## src/rtl/led_arbiter.sv

```systemverilog
// led_arbiter: three requesters share one 8-LED bank.
// While no one owns the bank it shows a slice of a free-running heartbeat
// counter. An owner keeps the bank for at least HOLD_CYCLES cycles. One
// all-dark-grant GAP cycle separates any two ownerships.
// Optional feature: define LED_ARB_RR_EN for round-robin arbitration.
// With it undefined, arbitration is fixed priority (req[0] highest).
// led is active-low: 0 = lit.
module led_arbiter #(
    parameter int HOLD_CYCLES = 1024,
    parameter int HB_BIT      = 23
) (
    input  logic       clk,
    input  logic       reset_n,
    input  logic [2:0] req,
    input  logic [7:0] data0,
    input  logic [7:0] data1,
    input  logic [7:0] data2,
    output logic [2:0] grant,
    output logic [7:0] led,
    output logic       busy
);

    localparam logic [15:0] HOLD = 16'(HOLD_CYCLES);

    typedef enum logic [1:0] {
        S_IDLE = 2'd0,
        S_OWN  = 2'd1,
        S_GAP  = 2'd2
    } state_t;

    state_t      state_q, state_d;
    logic [31:0] hb_q, hb_d;
    logic [15:0] hold_q, hold_d;
    logic [1:0]  owner_q, owner_d;
    logic [2:0]  grant_q, grant_d;
    logic [7:0]  led_q, led_d;
    logic        busy_q, busy_d;

`ifdef LED_ARB_RR_EN
    logic [1:0]  last_owner_q, last_owner_d;
`endif

    logic [1:0]  win;
    logic        any_req;
    logic [7:0]  owner_data;
    logic [15:0] hold_inc;
    logic        expired;
    logic        owner_req;
    logic        other_req;

    // Only an 8-bit slice of the heartbeat reaches the LEDs.
    logic        unused_hb;
    assign unused_hb = ^hb_q;

    assign any_req = |req;

    // Pick the next owner from the current request vector.
    always_comb begin
        win = 2'd2;
`ifdef LED_ARB_RR_EN
        // Search upward from the requester after the previous owner.
        case (last_owner_q)
            2'd0: begin
                if (req[1])      win = 2'd1;
                else if (req[2]) win = 2'd2;
                else             win = 2'd0;
            end
            2'd1: begin
                if (req[2])      win = 2'd2;
                else if (req[0]) win = 2'd0;
                else             win = 2'd1;
            end
            default: begin
                if (req[0])      win = 2'd0;
                else if (req[1]) win = 2'd1;
                else             win = 2'd2;
            end
        endcase
`else
        if (req[0])      win = 2'd0;
        else if (req[1]) win = 2'd1;
        else             win = 2'd2;
`endif
    end

    // Owner-side views: its LED pattern, its request, and competing requests.
    always_comb begin
        owner_data = data2;
        case (owner_q)
            2'd0:    owner_data = data0;
            2'd1:    owner_data = data1;
            default: owner_data = data2;
        endcase
        // grant_q is one-hot on the owner throughout OWN.
        owner_req = |(req & grant_q);
        other_req = |(req & ~grant_q);
        // hold_q counts completed OWN cycles; the grant may end once the
        // current cycle brings it to HOLD, giving HOLD_CYCLES OWN cycles.
        hold_inc  = (hold_q == HOLD) ? hold_q : hold_q + 16'd1;
        expired   = (hold_inc == HOLD);
    end

    // Next-state and registered-output logic.
    always_comb begin
        state_d = state_q;
        hb_d    = hb_q + 32'd1;
        hold_d  = hold_q;
        owner_d = owner_q;
        grant_d = grant_q;
        led_d   = led_q;
`ifdef LED_ARB_RR_EN
        last_owner_d = last_owner_q;
`endif
        case (state_q)
            S_IDLE: begin
                grant_d = 3'b000;
                led_d   = ~hb_q[HB_BIT +: 8];
                if (any_req) begin
                    state_d = S_OWN;
                    owner_d = win;
                    grant_d = 3'b001 << win;
                    hold_d  = 16'd0;
`ifdef LED_ARB_RR_EN
                    last_owner_d = win;
`endif
                end
            end
            S_OWN: begin
                led_d  = ~owner_data;
                hold_d = hold_inc;
                // No preemption and no early release before the hold expires.
                if (expired && (!owner_req || other_req)) begin
                    state_d = S_GAP;
                    grant_d = 3'b000;
                end
            end
            S_GAP: begin
                // LEDs freeze for the single dark-grant cycle.
                grant_d = 3'b000;
                if (any_req) begin
                    state_d = S_OWN;
                    owner_d = win;
                    grant_d = 3'b001 << win;
                    hold_d  = 16'd0;
`ifdef LED_ARB_RR_EN
                    last_owner_d = win;
`endif
                end else begin
                    state_d = S_IDLE;
                end
            end
            default: begin
                state_d = S_IDLE;
                grant_d = 3'b000;
            end
        endcase
        busy_d = (state_d != S_IDLE);
    end

    // State and output registers with synchronous active-low reset.
    always_ff @(posedge clk) begin
        if (!reset_n) begin
            state_q <= S_IDLE;
            hb_q    <= 32'd0;
            hold_q  <= 16'd0;
            owner_q <= 2'd2;
            grant_q <= 3'b000;
            led_q   <= 8'hFF;
            busy_q  <= 1'b0;
`ifdef LED_ARB_RR_EN
            last_owner_q <= 2'd2;
`endif
        end else begin
            state_q <= state_d;
            hb_q    <= hb_d;
            hold_q  <= hold_d;
            owner_q <= owner_d;
            grant_q <= grant_d;
            led_q   <= led_d;
            busy_q  <= busy_d;
`ifdef LED_ARB_RR_EN
            last_owner_q <= last_owner_d;
`endif
        end
    end

    assign grant = grant_q;
    assign led   = led_q;
    assign busy  = busy_q;

endmodule

```

## config.mk

```make
export PLATFORM = sky130hd
export DESIGN_NAME = led_arbiter
export DESIGN_NICKNAME = d
export VERILOG_FILES = /design/src/rtl/led_arbiter.sv
export SDC_FILE = /design/constraint.sdc
export NUM_CORES = 1
export LEC_CHECK = 0
export BUFFER_PORTS_ARGS = -buffer_cell sky130_fd_sc_hd__buf_2
export CAP_MARGIN = 20
export CORE_MARGIN = 2
export CORE_UTILIZATION = 54
export CTS_BUF_LIST = sky130_fd_sc_hd__clkbuf_4
export DETAILED_ROUTE_END_ITERATION = 10
export PLACE_DENSITY_LB_ADDON = 0.2
export SYNTH_ARGS = -nofsm -noshare
export SYNTH_HDL_FRONTEND = slang
export SYNTH_SLANG_ARGS = --single-unit
```

## constraint.sdc

```tcl
create_clock -name clk -period 2.2 [get_ports clk]
set_clock_uncertainty 0.15 [all_clocks]
set_input_delay 0.55 -clock clk [delete_from_list [all_inputs] [get_ports clk]]
set_output_delay 0.55 -clock clk [all_outputs]
set_load 0.03 [all_outputs]
```

# Yosys cells after proc, flatten, opt, wreduce, memory -nomap -nowiden
# Cells that the tools add are included.
# op_classes
add_sub_neg,2
eq_ne,7
n_shift,1
mux,14
bitwise_logic,5
n_reduce_logical,14
# ops
cell,count
adder 32 x 1 -> 32 bit (second input constant),1
== test 16 x 11 -> 1 bit (second input constant),2
2-to-1 mux 16 bit,2
case mux 16 bit (2 select lines),1
case mux 8 bit (2 select lines),2
adder 16 x 1 -> 16 bit (second input constant),1
inverter 8 bit,2
OR reduction 3 bit,3
2-to-1 mux 2 bit,4
bitwise AND 3 bit,2
2-to-1 mux 3 bit,2
case mux 2 bit (3 select lines),1
case mux 3 bit (2 select lines),1
nonzero test 2 bit,3
== test 2 x 1 -> 1 bit (second input constant),2
logical NOT 2 bit,2
AND reduction 2 bit,2
inverter 3 bit,1
left shift 1 x 2 -> 3 bit (first input constant),1
== test 2 bit (second input constant),1
!= test 2 x 1 -> 1 bit (second input constant),1
!= test 2 bit (second input constant),1
OR reduction 2 bit,1
logical AND 1 bit,1
3 further kinds,3
# word_totals
ff_bits,64
out_inout_bits,12
word_cells,50

# Depth between registers and ports, before layout
# logic_depth
word_depth,8
ltp_mapped,8

# Least setup slack after synthesis
# Ideal clock, no wire load.
# synth_timing
kind,reg-to-reg
start,register hold_q[0]
end,register state_q[0]
setup_time_ns,0.136
arrival_ns,2.013
slack_ns,-0.100
stages_incl_launch_ff,8
n_path_buf,0
cell_sequence,dfxtp_1 > ha_1 > nand3_1 > nor4_1 > xnor2_1 > nand4_1 > nor4b_4 > a21boi_0
# synth_via
elab_chain_len,6
word_cells_on_any_way,7
cone_classes,add/sub (1); eq/ne (2); mux (3); reduce/logical (1)
# synth_rtl
item,line,text
"start, declared",33,"logic [15:0] hold_q, hold_d;"
"start signal, assigned",176,hold_q <= hold_d;
adder 16 x 1 -> 16 bit / == test 16 x 11 -> 1 bit (equally long branches),99,hold_inc = (hold_q == HOLD) ? hold_q : hold_q + 16'd1;
2-to-1 mux 16 bit (*),99,
== test 16 x 11 -> 1 bit (*),100,expired = (hold_inc == HOLD);
logical AND 1 bit (*),132,if (expired && (!owner_req || other_req)) begin
2-to-1 mux 2 bit (*),132,
case mux 2 bit (3 select lines) (*),114,case (state_q)
"end signal, assigned",174,state_q <= state_d;
"end, declared",31,"state_t state_q, state_d;"
# Mark *: on every way between the ends. The rest lies on a longest branch, timed or not.
# A chain may end at the register's enable or synchronous reset.

# Worst setup path in the final report
# layout_timing
start,register hold_q[0]
end,"register grant_q[1], in the netlist grant[1]"
# layout_via
elab_chain_len,5
word_cells_on_any_way,6
cone_classes,add/sub (1); eq/ne (3); mux (1); reduce/logical (1)
# layout_rtl
item,line,text
adder 16 x 1 -> 16 bit / == test 16 x 11 -> 1 bit (equally long branches),99,
2-to-1 mux 16 bit (*),99,
== test 16 x 11 -> 1 bit (*),100,
logical AND 1 bit (*),132,
!= test 2 bit (no line) (*),--,
"end signal, assigned",178,grant_q <= grant_d;
"end, declared",35,"logic [2:0] grant_q, grant_d;"
# Marks and branches as above.

==> results.toml <==
[min_path]
hp-start = "req[2]"
holdPathStages = 3
min_to = "grant[2]"
hp-class = "input pin to register"

[power]
p_sw_frac = 0.2416
p_leak_uw = 0.001681
pwr-share-clk = 0.404
powerDensity_nw_per_um2 = 594.1
ir_drop_mv = 0.3523
p_int_uw = 1861
power_frac_comb = 0.111
p_seq_frac = 0.485
p_switching_uw = 592.8

[die]
ios = 41
rows = 28
die_h_microns = 82.51
fp.coreArea_sq_um = 5956
initial_core_util = 0.5588
dieArea_sq_um = 6807
die_w_microns = 82.51

[setup_path]
startpoint = "hold_q[0]"
r2r_start = "hold_q[0]"
path_class = "register to register"
ff2ff_path_depth = 8
r2r_end = "grant[1]"
crit_required_ns = 2.34
cp-end-kind = "register"
worstPathArrival_ns = 2.45
cp-start-kind = "register"
worstPathMaxFanout = 5
r2r_setup_slack_ns = -0.11

[sta]
tightest_slew_ns = 0.4536
rsz0062_at_grt = "yes"
period_share = 1.049
setup_violations = 5
fin_crit_ns = 2.308
slew_viol_final = 0
slew_headroom = 0.6972
finalHoldViolations = 0
tns_ns = -0.4493
worst_slack_ns = -0.1081
hold_ws_ns = 0.2608
fmax_mhz = 433.3

[cells_and_area]
n_antenna_cell = 0
final_layout_size_suffix_gt1_frac = 0.3000
nets = 497
area_growth_pct = 24.10

[clock_network]
clock-sinks = 63
clock_latency_ns = 0.41
clk_pin_slew_ns = 0.11
cts_tree = "done"
hold_buffers = 0
cts_buffers = 9
cts_htree_levels = 3
cts-root-buf = "clkbuf_4"
ctsLongestPathBuffers = 2

[place]
io_buffers = 40
gp_congestion = 0.8779
dpl.hpwl_microns = 5057

[synth]
ys_async_sr_fraction = 0
synthXorXnorAreaFrac = 0.09211
synth_adder_area_share = 0.01128
synthSimpleGateAreaFrac = 0.3207
yosys_register_bits = 63
netlist.area_leader.share = 0.3789
synthMuxAreaShare = 0.05414
netlist_instances = 395
postSynthAreaPerCell_sq_um = 8.426
synth.cell_area_sq_um = 3328
synth_common_cells = "dfxtp_1, nand2_1, o21ai_0"
yosysSeqAreaShare = 0.3789
yosysUniqueCellTypes = 42
synth_edf_count = 0
yosysWarningCount = 0
synth_area_leader_cell = "dfxtp_1"
yosysMostFrequentCell = "dfxtp_1"
synth_top_family_by_area = "simple AND/OR/NAND/NOR gates"
synth_compound_area_frac = 0.1068
synth.net_count = 427
netlist_top_cells_area = "dfxtp_1, xnor2_1, nand2_1"
synth_top_flop_cell = "dfxtp_1"

[global_routing]
grt_pass1_vias = 2647
antenna_found_initial = 0
grt_pass1_wl_microns = 11230
grtUsageTotal = 0.2142
grt-ovfl-total = 0
grt_max_degree = 33

[route]
via_per_inst = 5.499
via_count = 2997
drt-total-wl_microns = 7261
drt_iter0_markers = 154
post_drt_wl_per_cell_microns = 13.32
dr.pass1.iters = 5
drc_errors = 0
ant_nets = 0

[outcome]
violations = "setup timing"
outcome = "finished with violations"

[job]
max_cap_viol_count = 0
==> layout make-up <==
cell class              instances  area [sq um]
multi-input cells             304          2029
fillers                       478          1826
flip-flops and latches         63          1276
repair buffers                 82         528.0
clock inverters                 7         111.4
well taps                      75         93.84
clock buffers                   9         67.56
inverters                       5         23.77
==> through the flow <==
stage          setup slack, ns  cells  utilization  total power (uW)  cell area (sq um)
2_1_floorplan        -0.006140    395            -              1370               3334
3_3_place_gp           0.01563    523       0.6397              1458               3810
3_5_place_dp          -0.07498    523       0.6397              1465               3810
4_1_cts               -0.03030    541       0.6784              2458               4040
5_1_grt                -0.2623    545       0.6935              2546               4130
6_report               -0.1081    545       0.6935              2454               4130
==> worst max-delay path, stage by stage (launching register included) <==
cell	delay (ns)
dfxtp_4	0.38
inv_4	0.07
ha_4	0.11
or4b_4	0.47
nor4_4	0.18
and3_1	0.21
o211ai_2	0.11
nor4b_4	0.38
o21ai_0	0.14
==> worst max-delay path by stage <==
stage,end,slack (ns)
after global placement,state_q[0],0.02
after detailed placement,state_q[0],-0.07
after floorplan,state_q[0],-0.006
final,grant[1],-0.11
after CTS,state_q[0],-0.03
after global routing,grant[2],-0.26
==> registers in the layout, indices dropped and copies added (netlist names) <==
signal   count
busy         1
hb_q        31
hold_q      16
owner_q      2
led          8
grant        3
state_q      2
==> layer usage <==
metal,share of wire,GRT usage,vias up
li1,-,-,1505
met1,0.47,0.2669,1364
met2,0.45,0.3621,106
met3,0.064,0.03804,22
met4,0.021,0.09344,0
met5,0,0,-
==> what timing repair did <==
| item | CTS | global route |
|---|---|---|
| setup buffers | 2 | 4 |
| resized for setup | 12 | 18 |
| pin swaps | 2 | 4 |
| endpoints found under the setup margin | 7 | 13 |
| cloned | 0 | 0 |
==> power groups by stage <==
stage	Sequential, uW	Combinational (uW)	Clock [uW]
global route	1200	300	1050
detailed placement	1220	250	0
finish	1190	273	991
floorplan	1230	142	0
CTS	1190	261	1010
global placement	1210	244	0
==> kinds of logic (layout without fill, tap and decap cells) <==
| logic type | after synthesis | after routing |
|---|---|---|
| buf+inv | 28 | 103 |
| simple gates | 191 | 191 |
| fa+ha+maj | 3 | 3 |
| mux | 17 | 17 |
| flops | 63 | 63 |
| compound gates | 58 | 58 |
| xor+xnor | 35 | 35 |
==> placed cells by master (no fill, tap or decap), types with 2 or more instances in the layout <==
master,Yosys,layout
nor3_1,13,10
nor4_1,5,2
dfxtp_2,0,6
buf_4,0,41
inv_4,0,2
a31oi_1,4,4
xor2_1,14,14
o211ai_1,8,8
a22oi_1,3,3
nor3_2,0,3
or4_4,1,4
or3b_2,2,2
a21oi_1,7,7
nand3_1,24,23
nor2b_1,24,24
nand4_1,9,9
or3_1,2,2
xnor2_1,21,21
bufinv_16,0,3
mux2i_1,9,9
o211a_1,2,2
dfxtp_4,0,2
buf_2,0,40
o21ai_0,26,25
nand2_1,44,44
o22ai_1,3,3
nor4_4,2,4
clkinv_2,0,2
inv_1,5,3
clkbuf_4,0,9
and2_1,25,25
mux2_2,8,8
and3_1,6,6
or2_2,5,5
dfxtp_1,63,55
nor2_1,19,19
No activity file was read; power rests on OpenSTA's default activity.
